**src/rtl/spi_peripheral.sv**
```systemverilog
// SPI mode-0 responder, MSB first, active-low chip select.
// Pins are synchronized into clk_in; all SPI activity is edge-event driven.
module spi_peripheral #(
    parameter int DATA_WIDTH  = 32,
    parameter int SYNC_STAGES = 2
) (
    input  logic                  clk_in,
    input  logic                  rst_in,
    input  logic [DATA_WIDTH-1:0] tx_data_in,
    output logic [DATA_WIDTH-1:0] rx_data_out,
    output logic                  rx_valid_out,
    output logic                  frame_error_out,
    output logic                  busy_out,
    input  logic                  chip_clk_in,
    input  logic                  chip_sel_in,
    input  logic                  chip_data_in,
    output logic                  chip_data_out
);

    localparam int CNT_W = $clog2(DATA_WIDTH + 1);

    typedef enum logic [1:0] {
        IDLE,
        ACTIVE,
        DONE
    } state_e;

    logic [SYNC_STAGES-1:0] sclk_sync_q;
    logic [SYNC_STAGES-1:0] cs_sync_q;
    logic [SYNC_STAGES-1:0] copi_sync_q;
    logic                   sclk_hist_q;
    logic                   cs_hist_q;
    logic                   copi_hist_q;
    logic                   sclk_s;
    logic                   cs_s;
    logic                   copi_s;

    logic                   sclk_rise_q;
    logic                   sclk_fall_q;
    logic                   cs_fall_q;
    logic                   cs_rise_q;

    state_e                 state_q, state_d;
    logic [DATA_WIDTH-1:0]  tx_shift_q, tx_shift_d;
    logic [DATA_WIDTH-1:0]  rx_shift_q, rx_shift_d;
    logic [DATA_WIDTH-1:0]  rx_data_q, rx_data_d;
    logic [CNT_W-1:0]       bit_cnt_q, bit_cnt_d;
    logic                   rx_valid_q, rx_valid_d;
    logic                   frame_err_q, frame_err_d;
    logic                   busy_q, busy_d;
    logic                   cipo_q, cipo_d;
    logic                   ovr_q, ovr_d;

    logic [DATA_WIDTH-1:0]  rx_word;
    logic [DATA_WIDTH-1:0]  tx_shifted;

    assign sclk_s = sclk_sync_q[SYNC_STAGES-1];
    assign cs_s   = cs_sync_q[SYNC_STAGES-1];
    assign copi_s = copi_sync_q[SYNC_STAGES-1];

    // copi history is aligned with the sclk event that samples it
    assign rx_word    = {rx_shift_q[DATA_WIDTH-2:0], copi_hist_q};
    assign tx_shifted = {tx_shift_q[DATA_WIDTH-2:0], 1'b0};

    // Pin synchronizers, history flops and registered edge events
    always_ff @(posedge clk_in or negedge rst_in) begin
        if (!rst_in) begin
            sclk_sync_q <= '0;
            cs_sync_q   <= '1;
            copi_sync_q <= '0;
            sclk_hist_q <= 1'b0;
            cs_hist_q   <= 1'b1;
            copi_hist_q <= 1'b0;
            sclk_rise_q <= 1'b0;
            sclk_fall_q <= 1'b0;
            cs_fall_q   <= 1'b0;
            cs_rise_q   <= 1'b0;
        end else begin
            sclk_sync_q <= {sclk_sync_q[SYNC_STAGES-2:0], chip_clk_in};
            cs_sync_q   <= {cs_sync_q[SYNC_STAGES-2:0], chip_sel_in};
            copi_sync_q <= {copi_sync_q[SYNC_STAGES-2:0], chip_data_in};
            sclk_hist_q <= sclk_s;
            cs_hist_q   <= cs_s;
            copi_hist_q <= copi_s;
            sclk_rise_q <= sclk_s & ~sclk_hist_q;
            sclk_fall_q <= ~sclk_s & sclk_hist_q;
            cs_fall_q   <= ~cs_s & cs_hist_q;
            cs_rise_q   <= cs_s & ~cs_hist_q;
        end
    end

    // Frame FSM state and datapath registers
    always_ff @(posedge clk_in or negedge rst_in) begin
        if (!rst_in) begin
            state_q     <= IDLE;
            tx_shift_q  <= '0;
            rx_shift_q  <= '0;
            rx_data_q   <= '0;
            bit_cnt_q   <= '0;
            rx_valid_q  <= 1'b0;
            frame_err_q <= 1'b0;
            busy_q      <= 1'b0;
            cipo_q      <= 1'b0;
            ovr_q       <= 1'b0;
        end else begin
            state_q     <= state_d;
            tx_shift_q  <= tx_shift_d;
            rx_shift_q  <= rx_shift_d;
            rx_data_q   <= rx_data_d;
            bit_cnt_q   <= bit_cnt_d;
            rx_valid_q  <= rx_valid_d;
            frame_err_q <= frame_err_d;
            busy_q      <= busy_d;
            cipo_q      <= cipo_d;
            ovr_q       <= ovr_d;
        end
    end

    // Next-state logic; a cs fall restarts the frame from any state
    always_comb begin
        state_d     = state_q;
        tx_shift_d  = tx_shift_q;
        rx_shift_d  = rx_shift_q;
        rx_data_d   = rx_data_q;
        bit_cnt_d   = bit_cnt_q;
        rx_valid_d  = 1'b0;
        frame_err_d = 1'b0;
        busy_d      = busy_q;
        cipo_d      = cipo_q;
        ovr_d       = ovr_q;

        if (cs_fall_q) begin
            tx_shift_d = tx_data_in;
            cipo_d     = tx_data_in[DATA_WIDTH-1];
            rx_shift_d = '0;
            bit_cnt_d  = '0;
            busy_d     = 1'b1;
            ovr_d      = 1'b0;
            state_d    = ACTIVE;
        end else begin
            unique case (state_q)
                IDLE: begin
                    busy_d = 1'b0;
                    cipo_d = 1'b0;
                end
                ACTIVE: begin
                    if (cs_rise_q) begin
                        frame_err_d = 1'b1;
                        busy_d      = 1'b0;
                        cipo_d      = 1'b0;
                        state_d     = IDLE;
                    end else if (sclk_rise_q) begin
                        rx_shift_d = rx_word;
                        bit_cnt_d  = bit_cnt_q + CNT_W'(1);
                        if (bit_cnt_q == CNT_W'(DATA_WIDTH - 1)) begin
                            rx_data_d  = rx_word;
                            rx_valid_d = 1'b1;
                            state_d    = DONE;
                        end
                    end else if (sclk_fall_q && bit_cnt_q != '0) begin
                        tx_shift_d = tx_shifted;
                        cipo_d     = tx_shift_q[DATA_WIDTH-2];
                    end
                end
                DONE: begin
                    if (cs_rise_q) begin
                        busy_d  = 1'b0;
                        cipo_d  = 1'b0;
                        state_d = IDLE;
                    end else if (sclk_rise_q) begin
                        if (!ovr_q) begin
                            frame_err_d = 1'b1;
                            ovr_d       = 1'b1;
                        end
                    end else if (sclk_fall_q) begin
                        tx_shift_d = tx_shifted;
                        cipo_d     = 1'b0;
                    end
                end
                default: begin
                    busy_d  = 1'b0;
                    cipo_d  = 1'b0;
                    state_d = IDLE;
                end
            endcase
        end
    end

    assign rx_data_out     = rx_data_q;
    assign rx_valid_out    = rx_valid_q;
    assign frame_error_out = frame_err_q;
    assign busy_out        = busy_q;
    assign chip_data_out   = cipo_q;

endmodule

```
**config.mk**
```make
export PLATFORM = sky130hd
export DESIGN_NAME = spi_peripheral
export DESIGN_NICKNAME = d
export VERILOG_FILES = /design/src/rtl/spi_peripheral.sv
export SDC_FILE = /design/constraint.sdc
export NUM_CORES = 1
export LEC_CHECK = 0
export CELL_PAD_IN_SITES_DETAIL_PLACEMENT = 0
export CELL_PAD_IN_SITES_GLOBAL_PLACEMENT = 1
export CORE_MARGIN = 10
export CORE_UTILIZATION = 47
export DETAILED_ROUTE_END_ITERATION = 8
export PLACE_DENSITY = 0.9
export REMOVE_ABC_BUFFERS = 1
export SETUP_SLACK_MARGIN = 0.05
export SLEW_MARGIN = 10
export SYNTH_ARGS = -nofsm -noshare
export SYNTH_HDL_FRONTEND = slang
export SYNTH_SLANG_ARGS = --single-unit
```
**constraint.sdc**
```tcl
create_clock -name clk_in -period 2.8 [get_ports clk_in]
set_input_delay 0.28 -clock clk_in [delete_from_list [all_inputs] [get_ports clk_in]]
set_output_delay 0.28 -clock clk_in [all_outputs]
set_load 0.01 [all_outputs]
```
==> results.md <==
- Maximum resistive drop on vdd: 0.000419 V
- Hold Slack: 0.173 ns
- Bufs on Longest Clock Path: 2
- CTS clk-pin slew, worst paths: 0.06 ns
- Remaining antenna violation count after routing: 0
- Routed metal-1 wirelength: 4580 um
- Worst Setup Slack, final: 0.470 ns
- Total congestion overflow: 0
- Met3 routed WL: 632 um
- Async set or reset register ratio after synthesis: 100%
- Number of instances in the synthesized netlist: 399
- Final Core Density: 61.1%
- Wire length of the first global-routing pass: 16900 um
- Origin of the worst min-delay path: chip_sel_in
- Per-cell via count in the routed design: 5.08
- Unique cell type count in the Yosys netlist: 36
- Hold Path Class: in2reg
- Cell at the root of the clock tree: sky130_fd_sc_hd__clkbuf_8
- Sequential share of power: 42.5%
- Highest Clock Rate: 429 MHz
- Total number of nets in the final design: 519
- Post-synth design cell area: 5110 um^2
- RePlAce Congestion: 0.798
- Switching share of total power: 24.3%
- Count of endpoints failing hold in the final timing report: 0
- CP endpoint kind: register
- Cell depth of the worst hold path: 1
- Post-synth EDFFs: 0
- Startpoint Class: register
- Skew-Pair Late Insertion Delay: 0.51 ns
- Met2 routed wirelength: 4590 um
- Site row count: 38
- Number of global-route vias before repair: 3408
- Clock tree skew after final layout: 0.00781 ns
- Worst setup timing slack at the placement stage: 0.490 ns
- H-tree depth reported by CTS: 4
- Inserted Clock Buffers: 17
- Post-Syn Area per Cell: 12.8 um^2
- Worst setup path category: reg2reg
- Largest net degree at the start of global routing: 71
- Worst rel slew slack: 41.3%
- Sequential share of the synthesized area: 58.9%
- Post-CTS Repair Setup Buffers: 0
- Effective utilization at floorplan: 47.5%
- Highest routed metal layer: met4
- Req. time, crit path: 3.18 ns
- Top_reg_cell synth: sky130_fd_sc_hd__dfrtp_1
- Total die area: 15400 um^2
- Critical register-to-register path startpoint: state_q[1]
- Finish-stage setup viols: 0
- Combinational share of power: 15.8%
- Die Span X: 124 um
- Routed WL per cell: 15.8 um
- Slack of the worst reg-to-reg path: 0.47 ns
- Yosys synthesis warning count: 0
- Flip-flop and latch count after synthesis: 120
- Antenna diode instance count: 0
- Synthesis-to-layout area growth: 28.5%
- Number of non-filler instances in the completed layout: 630
- Wire length reported by the detailed router: 9930 um
- Clock power share: 41.7%
- Number of port buffers: 72
- TritonCTS clock tree: yes
- Min cycle time layout: 2.33 ns
- Final period utilization: 83.2%
- Sinks on the clock net: 120
- HPWL after DPL: 6570 um
- Leak: 2.98 nW
- Status: finished, final reports clean
- Maximum fanout count along the critical path: 30
- I/O pin count: 73
- Core area: 10700 um^2
- Slew at the pin with the worst max-slew slack: 0.880 ns
- Final count of pins violating max slew: 0
- Cell depth of the worst flop-to-flop path: 7
- Leading cell type by number of instances after synthesis: sky130_fd_sc_hd__dfrtp_1
- End point of the worst hold path: cs_sync_q[0]
- Layout cells sized above 1: 21.8%
- Detailed router's first-iteration violation count: 142
- Cell Count Post-Placement: 597
- DRC errors left: 0
- Height of the die: 124 um
- Internal power consumption: 3.81 mW
- Drt pass-1 iters: 4
- RSZ-0062 raised after global routing: no
- Max-cap violations: 0
- Proportion of netlist area held by the largest area contributor: 57.3%
- Power density over the cells: 766 nW/um^2
- Overall via count from detail_route: 3198
- Overall global routing resource usage: 13.1%
- Capture point of the worst reg-to-reg path: tx_shift_q[20]
- Library cell occupying the most area in the post-synthesis netlist: sky130_fd_sc_hd__dfrtp_1
- Top cells by area, synth: sky130_fd_sc_hd__dfrtp_1 (57%), sky130_fd_sc_hd__mux2_4 (8.8%), sky130_fd_sc_hd__mux2_1 (7.1%)
- Data arrival time of the critical path: 2.71 ns
- Most used standard cells in the synthesized netlist: sky130_fd_sc_hd__dfrtp_1 (117), sky130_fd_sc_hd__nand2_1 (71), sky130_fd_sc_hd__a21oi_1 (38)
- Switching power: 1.22 mW
- Initial antenna violation count: 0
==> stage by stage <==
stage | area (um^2) | power, mW | TNS, ns
global route | 6560 | 5.25 | 0
CTS | 6560 | 5.07 | 0
global placement | 5970 | 2.92 | 0
floorplan | 4980 | 2.72 | -7.59
finish | 6560 | 5.03 | 0
detailed placement | 5970 | 2.96 | 0
==> power by group through the flow <==
| stage | combinational [mW] | sequential (mW) | clock [mW] |
|---|---|---|---|
| 3_3_place_gp | 0.765 | 2.15 | 0 |
| 4_1_cts | 0.807 | 2.14 | 2.13 |
| 6_report | 0.795 | 2.14 | 2.09 |
| 2_1_floorplan | 0.599 | 2.12 | 0 |
| 3_5_place_dp | 0.808 | 2.16 | 0 |
| 5_1_grt | 0.865 | 2.17 | 2.21 |
==> layer usage <==
layer	up-vias	global-route usage, %
met2	79	20.4
met1	1585	16.1
met5	-	0
met3	14	5.06
li1	1520	-
met4	0	4.52
==> cells in the final DEF (no fill, tap or decap), types with 4 or more instances in the layout <==
cell type,netlist,layout
sky130_fd_sc_hd__mux2_1,32,32
sky130_fd_sc_hd__xor2_1,4,4
sky130_fd_sc_hd__nor2_1,8,8
sky130_fd_sc_hd__clkdlybuf4s50_1,0,71
sky130_fd_sc_hd__mux2_4,30,30
sky130_fd_sc_hd__a21oi_1,38,38
sky130_fd_sc_hd__ha_1,5,5
sky130_fd_sc_hd__inv_1,6,6
sky130_fd_sc_hd__dfrtp_1,117,116
sky130_fd_sc_hd__buf_4,4,8
sky130_fd_sc_hd__clkinv_4,0,4
sky130_fd_sc_hd__clkbuf_16,0,16
sky130_fd_sc_hd__nand2_1,71,71
sky130_fd_sc_hd__nor2b_1,5,5
sky130_fd_sc_hd__mux2_2,29,29
==> flip-flops by register name (all words and copies together) (netlist names), 2 cells and up <==
| signal | cells |
|---|---|
| cs_sync_q | 2 |
| tx_shift_q | 31 |
| copi_sync_q | 2 |
| rx_data_out | 32 |
| state_q | 2 |
| bit_cnt_q | 6 |
| sclk_sync_q | 2 |
| rx_shift_q | 31 |
==> worst max-delay path, cell delays in order (launching register included) <==
cell and delay, ns:
sky130_fd_sc_hd__dfrtp_1 0.39, sky130_fd_sc_hd__inv_1 0.08, sky130_fd_sc_hd__ha_1 0.29, sky130_fd_sc_hd__mux2i_1 0.10, sky130_fd_sc_hd__or3_1 0.38, sky130_fd_sc_hd__o21ai_4 0.13
sky130_fd_sc_hd__buf_4 0.47, sky130_fd_sc_hd__mux2_4 0.35
==> final cells by class <==
class / instances / area (um^2)
fill: 849 / 4180
sequential: 120 / 3010
multi-input combinational: 250 / 1960
timing repair buffer: 82 / 821
clock buffer: 18 / 428
tap: 140 / 175
clock inverter: 14 / 150
inverter: 6 / 22.5
==> logic make-up (layout without fill, tap and decap cells) <==
kind of cell,count (synthesis),in the layout,share of synthesized area (%)
AND/OR/NAND/NOR,98,98,8.28
XOR/XNOR,4,4,0.686
multiplexers,92,92,22.5
adder cells (fa/ha/maj),5,5,1.22
buffers and inverters,29,120,2.96
AO/OA/AOI/OAI,51,51,5.54
flip-flops,120,120,58.9
==> worst max path at each step <==
stage	startpoint	to	slack [ns]	depth (start not counted)
after floorplan	cs_fall_q	rx_data_out[0]	-0.16	3
after detailed placement	state_q[1]	tx_shift_q[13]	0.49	7
after CTS	state_q[1]	tx_shift_q[20]	0.47	7
after global routing	state_q[1]	tx_shift_q[30]	0.34	7
final	state_q[1]	tx_shift_q[20]	0.47	7
after global placement	state_q[1]	tx_shift_q[20]	0.57	7
==> timing repair <==
action / CTS / global route
hold buffers: 1 / 0
endpoints found under the hold margin: 64 / 0
gates resized for setup: 0 / 0
setup endpoints to repair: 0 / 0
Note: power is estimated with default switching activity, not from simulation.
